[config.mk]
export PLATFORM = sky130hd
export DESIGN_NAME = even_count_monitor
export DESIGN_NICKNAME = d
export VERILOG_FILES = /design/src/rtl/even_count_monitor.sv
export SDC_FILE = /design/constraint.sdc
export NUM_CORES = 1
export LEC_CHECK = 0
export BUFFER_PORTS_ARGS = -buffer_cell sky130_fd_sc_hd__clkbuf_2
export CORE_ASPECT_RATIO = 1.5
export CORE_MARGIN = 8
export CORE_UTILIZATION = 55
export CTS_CLUSTER_DIAMETER = 40
export DETAILED_ROUTE_END_ITERATION = 10
export PLACE_DENSITY_LB_ADDON = 0.12
export RECOVER_POWER = 100
export SLEW_MARGIN = 20
export SYNTH_ARGS = -nofsm -noshare
export SYNTH_HDL_FRONTEND = slang
export SYNTH_SLANG_ARGS = --single-unit
[constraint.sdc]
create_clock -name clk -period 2.1 [get_ports clk]
set_input_delay 0.105 -clock clk [delete_from_list [all_inputs] [get_ports clk]]
set_output_delay 0.105 -clock clk [all_outputs]
set_load 0.02 [all_outputs]
[src/rtl/even_count_monitor.sv]
// Checker for an even up-counter bus: locks onto the +STEP sequence and flags
// odd values, sequence breaks and wrap-around with registered one-cycle pulses.
module even_count_monitor #(
    parameter int unsigned WIDTH      = 8,
    parameter int unsigned STEP       = 2,
    parameter int unsigned LOCK_COUNT = 4,
    parameter int unsigned ERR_CNT_W  = 8
) (
    input  logic                 clk,
    input  logic                 reset,
    input  logic                 valid,
    input  logic [WIDTH-1:0]     q,
    input  logic                 clr_err,
    output logic                 locked,
    output logic [WIDTH-1:0]     expected,
    output logic                 odd_err,
    output logic                 seq_err,
    output logic                 err_pulse,
    output logic                 wrap_pulse,
    output logic [ERR_CNT_W-1:0] err_count
);

    localparam int unsigned McW = $clog2(LOCK_COUNT + 1);
    localparam logic [WIDTH-1:0] StepW = WIDTH'(STEP);
    // Last value before the counter rolls over: 2^WIDTH - STEP.
    localparam logic [WIDTH-1:0] WrapVal = -StepW;
    localparam logic [McW-1:0] LockCnt = McW'(LOCK_COUNT);
    localparam logic [ERR_CNT_W-1:0] ErrMax = '1;

    typedef enum logic [1:0] {StHunt, StConfirm, StLocked} state_e;

    state_e                 state_q, state_d;
    logic [WIDTH-1:0]       exp_q, exp_d;
    logic [McW-1:0]         mc_q, mc_d;
    logic                   odd_d, seq_d, err_d, wrap_d;
    logic                   odd_q, seq_q, err_q, wrap_q;
    logic [ERR_CNT_W-1:0]   cnt_q, cnt_d;
    logic [McW-1:0]         mc_inc;

    assign mc_inc = mc_q + McW'(1);

    always_comb begin
        state_d = state_q;
        exp_d   = exp_q;
        mc_d    = mc_q;
        odd_d   = 1'b0;
        seq_d   = 1'b0;
        err_d   = 1'b0;
        wrap_d  = 1'b0;
        if (valid) begin
            unique case (state_q)
                StHunt: begin
                    if (q[0]) begin
                        odd_d = 1'b1;
                    end else begin
                        exp_d   = q + StepW;
                        mc_d    = McW'(1);
                        state_d = StConfirm;
                    end
                end
                StConfirm: begin
                    if (q[0]) begin
                        odd_d   = 1'b1;
                        mc_d    = '0;
                        state_d = StHunt;
                    end else if (q == exp_q) begin
                        exp_d = exp_q + StepW;
                        mc_d  = mc_inc;
                        if (mc_inc == LockCnt) begin
                            state_d = StLocked;
                        end
                    end else begin
                        exp_d = q + StepW;
                        mc_d  = McW'(1);
                    end
                end
                StLocked: begin
                    if (q[0]) begin
                        odd_d   = 1'b1;
                        err_d   = 1'b1;
                        mc_d    = '0;
                        state_d = StHunt;
                    end else if (q == exp_q) begin
                        exp_d  = exp_q + StepW;
                        wrap_d = (q == WrapVal);
                    end else begin
                        seq_d   = 1'b1;
                        err_d   = 1'b1;
                        exp_d   = q + StepW;
                        mc_d    = McW'(1);
                        state_d = StConfirm;
                    end
                end
                default: state_d = StHunt;
            endcase
        end
    end

    // Clear wins over a simultaneous error; the pulses themselves still fire.
    always_comb begin
        cnt_d = cnt_q;
        if (clr_err) begin
            cnt_d = '0;
        end else if (err_d && cnt_q != ErrMax) begin
            cnt_d = cnt_q + ERR_CNT_W'(1);
        end
    end

    always_ff @(posedge clk or negedge reset) begin
        if (!reset) begin
            state_q <= StHunt;
            exp_q   <= '0;
            mc_q    <= '0;
            odd_q   <= 1'b0;
            seq_q   <= 1'b0;
            err_q   <= 1'b0;
            wrap_q  <= 1'b0;
            cnt_q   <= '0;
        end else begin
            state_q <= state_d;
            exp_q   <= exp_d;
            mc_q    <= mc_d;
            odd_q   <= odd_d;
            seq_q   <= seq_d;
            err_q   <= err_d;
            wrap_q  <= wrap_d;
            cnt_q   <= cnt_d;
        end
    end

    assign locked     = (state_q == StLocked);
    assign expected   = exp_q;
    assign odd_err    = odd_q;
    assign seq_err    = seq_q;
    assign err_pulse  = err_q;
    assign wrap_pulse = wrap_q;
    assign err_count  = cnt_q;

endmodule

==> results of run 1 <==
[area by class of cell]
type                    count  area, µm²
flip-flops and latches     25      625.6
clock buffers               4      45.04
inverters                  13      51.30
well taps                  39      48.80
repair buffers             37      170.2
fillers                   271      989.7
multi-input cells         134      952.2
[per-stage QoR]
stage | total power, W | hold slack, ns | instances | util [%]
after CTS | 0.001685 | 0.08283 | 252 | 67.14
after global routing | 0.001752 | 0.08135 | 252 | 65.67
after global placement | 0.001368 | 0.1473 | 247 | 65.23
after floorplan | 0.001164 | -0.1906 | 175 | -
after detailed placement | 0.001398 | 0.1578 | 247 | 65.23
final | 0.001640 | 0.08612 | 252 | 65.67
[power groups by stage]
stage          Sequential, W  Combinational, W  Clock [W]
2_1_floorplan       0.000767          0.000397          0
3_3_place_gp        0.000696          0.000672          0
3_5_place_dp        0.000709          0.000689          0
4_1_cts             0.000698          0.000693   0.000294
5_1_grt             0.000710          0.000733   0.000309
6_report            0.000696          0.000660   0.000284
[cell families (layout without fill, tap and decap cells)]
logic type / Yosys count / in the layout / share of synthesized area (%)
xor+xnor: 14 / 14 / 7.385
fa+ha+maj: 9 / 9 / 6.782
simple gates: 69 / 69 / 24.04
buf+inv: 16 / 54 / 4.220
mux: 9 / 9 / 6.029
compound gates: 33 / 33 / 13.87
flops: 25 / 25 / 37.68
[per-layer routing]
| metal | vias to the layer above | GRT usage (%) | wire length [µm] |
|---|---|---|---|
| li1 | 709 | - | - |
| met1 | 693 | 15.12 | 1468 |
| met2 | 33 | 31.30 | 2219 |
| met3 | 7 | 2.006 | 132 |
| met4 | 0 | 5.757 | 64 |
| met5 | - | 0 | 0 |
[worst max-delay path, cell delays in order (launching register included)]
cell and delay [ns]:
dfrtp_1 0.45, xor2_1 0.21, nor4_4 0.34, nand3_1 0.18, clkbuf_2 0.29, o21ai_0 0.23, a22oi_1 0.10
[what timing repair did]
action	in CTS	in global routing
gates resized for setup	0	0
setup buffers	0	0
hold buffers	1	0
hold endpoints to repair	25	0
[Yosys cell counts, drive strengths merged, types with 2 or more instances]
cell type,count,area (µm²)
dfrtp,25,625.6
nand2,15,56.30
inv,13,51.30
o21ai,12,60.05
xor2,12,105.1
and3,10,62.56
ha,9,112.6
nand3,9,50.05
nor2,8,30.03
mux2i,7,70.07
nor4,6,67.56
a22oi,4,30.03
nand2b,4,25.02
nor3,4,20.02
a21oi,3,15.01
nand4,3,18.77
nor2b,3,18.77
a22o,2,17.52
a31o,2,26.28
a31oi,2,12.51
clkbuf,2,7.510
mux2,2,30.03
or3,2,12.51
xnor2,2,17.52
[final timing paths]
check                            startpoint           end  slack (ns)  depth (start not counted)
max in group asynchronous             reset  err_count[3]        0.64                          2
worst min-delay path                   q[1]   expected[1]        0.09                          2
worst max register to register  expected[3]   expected[6]        0.17                          6
worst max-delay path            expected[3]   expected[6]        0.17                          6
min in group asynchronous             reset       odd_err        0.67                          2
worst min register to register      mc_q[2]       mc_q[2]        0.55                          1
[flip-flops by register name, indices dropped and copies added, names as in the netlist]
register,cells
expected,8
seq_err,1
wrap_pulse,1
odd_err,1
mc_q,3
err_pulse,1
err_count,8
state_q,2
==> results.md, run 1 <==
* All-Layer GR Usage at around 16%
* Syn Inst Count at around 180
* Worst slew pin tran at 1.364 ns
* Register area share after synthesis at around 38%
* Slew Limit Fails at 0
* Syn_area_per_cell at about 9.5 µm²
* Drt first pass iters at 4
* CTS Buf Count at 3
* Post-Place Cell Area at approximately 0.0019 mm²
* VDD IR max at ~0.6 mV
* Die Height at 83.29 µm
* Clock Latency Late Sink at about 0.27 ns
* Net Sw Power at between 0.0006 and 0.0007 W
* RSZ-0062 raised after global routing: false
* Crit path max fanout at 13
* Cell-internal power at between 0.0009 and 0.001 W
* # Max-Cap Violations at 0
* CTS max path bufs at 2
* Wire per inst at approximately 15 µm
* Main synth FF type: dfrtp_1
* CTS tree: done
* Post-synth EDFFs at 0
* Placeable core area at just under 0.003 mm²
* Synthesized flop and latch total at 25
* DR DRC count at 0
* Antenna Violating Nets Remaining at 0
* Setup TNS at 0 ns
* FFs w/ async S/R, synth at 100.0%
* Setup WS pre-CTS at ~0.19 ns
* Die area at between 0.005 and 0.006 mm²
* Top Ports at 33
* Final Instance Area at about 0.0019 mm²
* Buffers on Ports at 32
* Antenna violations before repair at 0
* Clock Power Share at roughly 17%
* Starting density of the core at about 58%
* Commonest non-fill, non-tap cells in the layout: 25 x dfrtp_1, 23 x clkbuf_1, 15 x nand2_1, 12 x inv_1, 12 x xor2_1
* Commonest non-fill, non-tap cell in the layout: dfrtp_1
* Clk root buf: clkbuf_8
* CTS H-tree depth at 1
* Largest net degree at the start of global routing at 26
* Initial DRC count at 58
* Status: finished, final reports clean
* Cell area after synthesis at 0.001660 mm²
* Vias/cell at ~5.7
* Cell Rows at 24
* Die X at 60.86 µm
* Comb pwr share at between 40% and 50%
* Vias in the first global route at 1526
* Sw Share at approximately 42%
* CP startpoint kind: flip-flop
* Post-Syn Nets at roughly 200
* Tightest Hold Check Type: input pin to flip-flop
* Ant diodes at 0
* Routability cong. at about 0.85
* Routed Wire Length at a little under 4000 µm
* Hold Vio Cnt, Final at 0
* Final setup vio count at 0
* PwrDens at just under 900 mW/mm²
* Peak Freq at 517.0 MHz
* Post-route minimum period at between 1.5 and 2 ns
* Final Cycle Share at roughly 90%
* WP data arrival at just over 2 ns
* WS Path Type: flip-flop to flip-flop
* Max-slew headroom at 9.064%
* Global-route wire length before repair at between 6000 and 7000 µm
* Final Worst Setup Slack at 0.1659 ns
* Clock Sinks at 25
* P&R area growth vs syn at 14.02%
* Cell variety after synth at 43
* Share of cells above drive strength 1 at under 10%
* Reg clk slew, reported paths at about 0.080 ns
* Vias at between 1k and 1.5k
* Leak pwr at ~0.91 nW
* Reg power frac at between 40% and 50%
* Detailed placement HPWL at 3094 µm
* Crit. End Element: flip-flop
* Clock Skew at ~0.002 ns
* Worst EP required at approximately 2.2 ns
* Nets at ~240
* Synth warn at 0
* Grt total ovfl at 0
Power figures use the tool's default switching activity.
==> run 2: changes to the inputs <==
--- a/config.mk
+++ b/config.mk
@@ -5,10 +5,12 @@
 export SDC_FILE = /design/constraint.sdc
 export NUM_CORES = 1
 export LEC_CHECK = 0
+export ABC_CLOCK_PERIOD_IN_PS = 2100
 export BUFFER_PORTS_ARGS = -buffer_cell sky130_fd_sc_hd__clkbuf_2
 export CORE_ASPECT_RATIO = 1.5
 export CORE_MARGIN = 8
 export CORE_UTILIZATION = 55
+export CTS_BUF_LIST = sky130_fd_sc_hd__clkbuf_8 sky130_fd_sc_hd__clkbuf_16
 export CTS_CLUSTER_DIAMETER = 40
 export DETAILED_ROUTE_END_ITERATION = 10
 export PLACE_DENSITY_LB_ADDON = 0.12
@@ -17,3 +19,4 @@
 export SYNTH_ARGS = -nofsm -noshare
 export SYNTH_HDL_FRONTEND = slang
 export SYNTH_SLANG_ARGS = --single-unit
+export TNS_END_PERCENT = 1
==> run 2 against run 1 <==
Compared with the run above: fmax hardly changed; wire length fell by 0.10%; via count shrank 0.42%; sequential share of layout area is the same; critical path depth did not move.
==> results.md, run 2 (same netlist as run 1, synthesis figures left out) <==
* Slew Limit Fails at 0
* WL met1 at around 1500 µm
* RR Startpoint: expected[3]
* Routability cong. at about 0.85
* Worst path slowest cell: dfrtp_1
* Nets at ~240
* Critical Path Max Stage Delay at 0.45 ns
* Detailed placement HPWL at 3094 µm
* Routed wl met2 at between 2000 and 2500 µm
* CTS max path bufs at 2
* Reg power frac at between 40% and 50%
* Crit. End Element: flip-flop
* Crit path max fanout at 13
* Buf/Inv on CP at 1
* Antenna Violating Nets Remaining at 0
* Cell-internal power at 0.0009425 W
* Critical Path Start: expected[3]
* Clock Power Share at between 10% and 20%
* Worst slew pin tran at between 1 and 1.5 ns
* Share of cells above drive strength 1 at 9.859%
* Worst hold start: q[1]
* Net Sw Power at between 0.0006 and 0.0007 W
* VDD IR max at ~0.6 mV
* Initial DRC count at just under 60
* Clock Latency Late Sink at 0.27 ns
* # Max-Cap Violations at 0
* Met3 Wirelength at ~130 µm
* Global-route wire length before repair at roughly 6400 µm
* Post-route minimum period at 1.934 ns
* Antenna violations before repair at 0
* Wire per inst at 15.40 µm
* Final Cycle Share at between 90% and 100%
* Die Height at roughly 83 µm
* DR DRC count at 0
* Vias in the first global route at approximately 1.5k
* Worst EP required at 2.24 ns
* Die area at 0.005069 mm²
* WP data arrival at between 2 and 2.5 ns
* Vias/cell at approximately 5.7
* CTS H-tree depth at 1
* Finished Layout Cells at 252
* Commonest non-fill, non-tap cells in the layout: 25 x dfrtp_1, 22 x clkbuf_1, 15 x nand2_1, 13 x inv_1, 12 x xor2_1
* Sw Share at a little over two fifths
* P&R area growth vs syn at 14.02%
* DR top layer: met4
* Commonest non-fill, non-tap cell in the layout: dfrtp_1
* Starting density of the core at a little under three fifths
* Leak pwr at slightly above 0.9 nW
* CP delay by family, top: simple AND/OR/NAND/NOR gates
* Final setup vio count at 0
* Placeable core area at 0.002883 mm²
* Ant diodes at 0
* CTS tree: done
* Hold Vio Cnt, Final at 0
* CP startpoint kind: flip-flop
* Comb pwr share at 40.3%
* Drt first pass iters at 4
* Vias at around 1.4k
* Tightest Hold Check Type: input pin to flip-flop
* Setup TNS at 0 ns
* Buffers on Ports at 32
* Grt total ovfl at 0
* Status: finished, final reports clean
* Die X at slightly above 60 µm
* Max-slew headroom at under 10%
* Peak Freq at 517.0 MHz
* Cell Rows at 24
* Clk root buf: clkbuf_8
* PwrDens at between 800 and 900 mW/mm²
* Cells after DPL at 247
* Final Instance Area at between 0.0015 and 0.002 mm²
* Routed Wire Length at 3881 µm
* All-Layer GR Usage at between 15 and 20%
* Post-Place Cell Area at between 0.0015 and 0.002 mm²
* RSZ-0062 raised after global routing: false
* Crit path cell chain: xor2_1 -> nor4_4 -> nand3_1 -> clkbuf_2 -> o21ai_0 -> a22oi_1
* WS Path Type: flip-flop to flip-flop
* CTS Buf Count at 3
* Largest net degree at the start of global routing at 26
* Reg clk slew, reported paths at 0.08 ns
* Clock Skew at roughly 0.0020 ns
* Top Ports at 33
* Clock Sinks at 25
run 2: cell types whose count changed in the layout (fill, tap and decap cells not counted):
cell,before,now
inv_1,12,13
clkbuf_1,23,22
run 2: stage by stage:
| step | setup slack (ns) | utilization (%) | hold WS [ns] | total power (W) |
|---|---|---|---|---|
| CTS | 0.1784 | 67.14 | 0.08251 | 0.001681 |
| floorplan | 0.09007 | - | -0.1906 | 0.001164 |
| finish | 0.1659 | 65.67 | 0.08594 | 0.001636 |
| detailed placement | 0.1867 | 65.23 | 0.1578 | 0.001398 |
| global route | 0.06682 | 65.67 | 0.08088 | 0.001748 |
| global placement | 0.2636 | 65.23 | 0.1473 | 0.001368 |
run 2: worst paths after layout:
kind	end	slack (ns)	cells after the start
setup / recovery	expected[6]	0.17	6
hold / removal	expected[1]	0.09	2
setup reg to reg	expected[6]	0.17	6
hold reg to reg	mc_q[2]	0.55	1
max in group asynchronous	err_count[3]	0.63	2
min in group asynchronous	odd_err	0.67	2
run 2: layout make-up:
type / instances / area, µm²
fillers: 271 / 989.7
clock buffers: 3 / 41.29
repair buffers: 37 / 170.2
inverters: 13 / 51.30
multi-input cells: 134 / 952.2
flip-flops and latches: 25 / 625.6
clock inverters: 1 / 3.754
well taps: 39 / 48.80
run 2: repair_timing:
action,CTS,global route
hold buffers,1,0
buffers inserted,0,0
hold endpoints to repair,25,0
gates resized for setup,0,0
run 2: power by group through the flow:
stage          logic, W  clock network (W)  registers (W)
2_1_floorplan  0.000397                  0       0.000767
3_3_place_gp   0.000672                  0       0.000696
3_5_place_dp   0.000689                  0       0.000709
4_1_cts        0.000693           0.000289       0.000698
5_1_grt        0.000733           0.000304       0.000710
6_report       0.000660           0.000279       0.000697
run 2: worst reg2reg max path: stages, from the launching register on:
cell and delay (ns):
dfrtp_1 0.45, xor2_1 0.21, nor4_4 0.34, nand3_1 0.19, clkbuf_2 0.29, o21ai_0 0.23
a22oi_1 0.10
run 2: routing by layer:
metal	vias to the layer above	global-route usage, %
li1	710	-
met5	-	0
met1	688	15.12
met4	0	5.757
met2	31	31.30
met3	7	2.006
==> run 3: changes to the inputs <==
--- a/config.mk
+++ b/config.mk
@@ -7,7 +7,7 @@
 export LEC_CHECK = 0
 export ABC_CLOCK_PERIOD_IN_PS = 2100
 export BUFFER_PORTS_ARGS = -buffer_cell sky130_fd_sc_hd__clkbuf_2
-export CORE_ASPECT_RATIO = 1.5
+export CORE_ASPECT_RATIO = 1.4
 export CORE_MARGIN = 8
 export CORE_UTILIZATION = 55
 export CTS_BUF_LIST = sky130_fd_sc_hd__clkbuf_8 sky130_fd_sc_hd__clkbuf_16
==> constraint.sdc (replaced) <==
create_clock -name clk -period 2.1 [get_ports clk]
set_input_delay 0.105 -clock clk [delete_from_list [all_inputs] [get_ports clk]]
set_output_delay 0.105 -clock clk [all_outputs]
set_load 0.01 [all_outputs]
==> run 3 against run 2 <==
Compared with the run above: fmax is 0.80% higher; sequential power is 0.7% lower; worst hold slack worse by 0.014 ns; total power is 2.1% lower; clock power is 7.9% higher; global-route usage is 1.1 points lower; non-clock buffer count stayed put; combinational power is 8.0% lower; first-iteration DRC count is 1.7% higher; register-to-register slack better by 0.02 ns; final cell count is 0.79% lower; utilization is 0.16 points higher; critical path type unchanged; largest cell class unchanged; largest power group unchanged.
==> results.md, run 3 (same netlist as run 1, synthesis figures left out) <==
* Status: finished, final reports clean
* Worst slew pin tran at ~1.4 ns
* Antenna violations before repair at 0
* Hold Vio Cnt, Final at 0
* Ant diodes at 0
* Final Cycle Share at between 90% and 100%
* Clock Sinks at 25
* PwrDens at roughly 850 mW/mm²
* Peak Freq at 521.2 MHz
* Vias/cell at 5.868
* Filler cell count at 276
* Drt first pass iters at 4
* Max-slew headroom at roughly 8.7%
* Final setup vio count at 0
* Hold buffers post-CTS at 1
* P&R area growth vs syn at 14.09%
* Commonest non-fill, non-tap cell in the layout: dfrtp_1
* Detailed placement HPWL at between 2000 and 3000 µm
* Worst EP required at 2.25 ns
* VDD IR max at between 0.6 and 0.7 mV
* Top Ports at 33
* Setup TNS at 0 ns
* Die area at just over 0.005 mm²
* CTS H-tree depth at 1
* CTS max path bufs at 2
* Global-route wire length before repair at between 6000 and 7000 µm
* Setup WS pre-CTS at a little under 0.2 ns
* Initial DRC count at 59
* Die Height at 81.01 µm
* Antenna Violating Nets Remaining at 0
* CTS tree: done
* Post_cts resized at 0
* Commonest non-fill, non-tap cells in the layout: 25 x dfrtp_1, 22 x clkbuf_1, 15 x nand2_1, 12 x inv_1, 12 x xor2_1
* WP data arrival at approximately 2.1 ns
* Placeable core area at roughly 0.0029 mm²
* Tightest Hold Check Type: input pin to flip-flop
* Post-Place Cell Area at approximately 0.0019 mm²
* Buffers on Ports at 32
* Leak pwr at 0.9178 nW
* Final Worst Setup Slack at between 0.15 and 0.2 ns
* Post-CTS setup buffers at 0
* Reg clk slew, reported paths at ~0.1 ns
* Hold slack at a little over 0.07 ns
* Post-route minimum period at 1.919 ns
* Die X at around 62 µm
* Grt total ovfl at 0
* RSZ-0062 raised after global routing: false
* FF/Latch Area at between 600 and 700 µm²
* CP startpoint kind: flip-flop
* DR DRC count at 0
* Area of the multi-input gates at roughly 950 µm²
* Clk root buf: clkbuf_8
* Vias in the first global route at around 1.5k
* CTS Buf Count at 3
* Routability cong. at roughly 0.85
* Cell Rows at 23
* # Max-Cap Violations at 0
* Nets at between 200 and 250
* Clock Latency Late Sink at around 0.27 ns
* All-Layer GR Usage at between 10% and 20%
* Slew Limit Fails at 0
* Vias at 1467
* Crit. End Element: flip-flop
* WS Path Type: flip-flop to flip-flop
* Routed Wire Length at just under 4000 µm
* Final Instance Area at around 0.0019 mm²
* Largest net degree at the start of global routing at 26
* Share of cells above drive strength 1 at a little over a tenth
* Crit path max fanout at 8
* Pwr Total at about 0.0016 W
* Starting density of the core at between 50 and 60%
* Wire per inst at 15.59 µm
* Clock Skew at 0.007996 ns
## run 3: cell count changes in the layout (fill, tap and decap cells not counted), sizes merged
cell | previous run | this run
clkbuf | 36 | 35
clkinv | 0 | 1
buf | 3 | 4
inv | 14 | 13
## run 3: final timing paths
path                              from      endpoint  slack (ns)  depth (start not counted)
min in group asynchronous        reset   expected[2]        0.67                          2
max in group asynchronous        reset  err_count[3]        0.63                          2
hold / removal                    q[1]   expected[1]        0.07                          2
hold reg to reg                mc_q[1]       mc_q[1]        0.55                          1
setup reg to reg           expected[3]  err_count[3]        0.18                          6
setup / recovery           expected[3]  err_count[3]        0.18                          6
## run 3: layout make-up
| type | instances | share of cell area [%] |
|---|---|---|
| inverters | 13 | 2.708 |
| clock buffers | 3 | 2.180 |
| clock inverters | 1 | 0.2642 |
| multi-input cells | 134 | 50.26 |
| well taps | 37 | 2.444 |
| flip-flops and latches | 25 | 33.03 |
| repair buffers | 37 | 9.115 |
## run 3: critical path, cell delays in order (launching register included)
cell and delay, ns:
dfrtp_1 0.45, xor2_1 0.21, nor4_4 0.36, a31o_4 0.26, inv_4 0.06, and3_1 0.15
mux2_1 0.32
## run 3: report_power, final
group          switching, W  internal, W
Sequential         0.000121     0.000571
Combinational      0.000366     0.000241
Clock              0.000168     0.000133
Total              0.000656     0.000946
## run 3: per-stage QoR
| step | std cells | utilization, % |
|---|---|---|
| final | 250 | 65.83 |
| after global routing | 250 | 65.83 |
| after CTS | 250 | 67.22 |
| after detailed placement | 245 | 65.26 |
| after global placement | 245 | 65.26 |
| after floorplan | 175 | - |
## run 3: routing by layer
layer | vias to the layer above | track usage [%] | part of all wire, %
li1 | 709 | - | -
met1 | 717 | 14.50 | 42
met2 | 35 | 30.01 | 52
met3 | 6 | 2.613 | 4.0
met4 | 0 | 5.721 | 1.4
met5 | - | 0 | 0
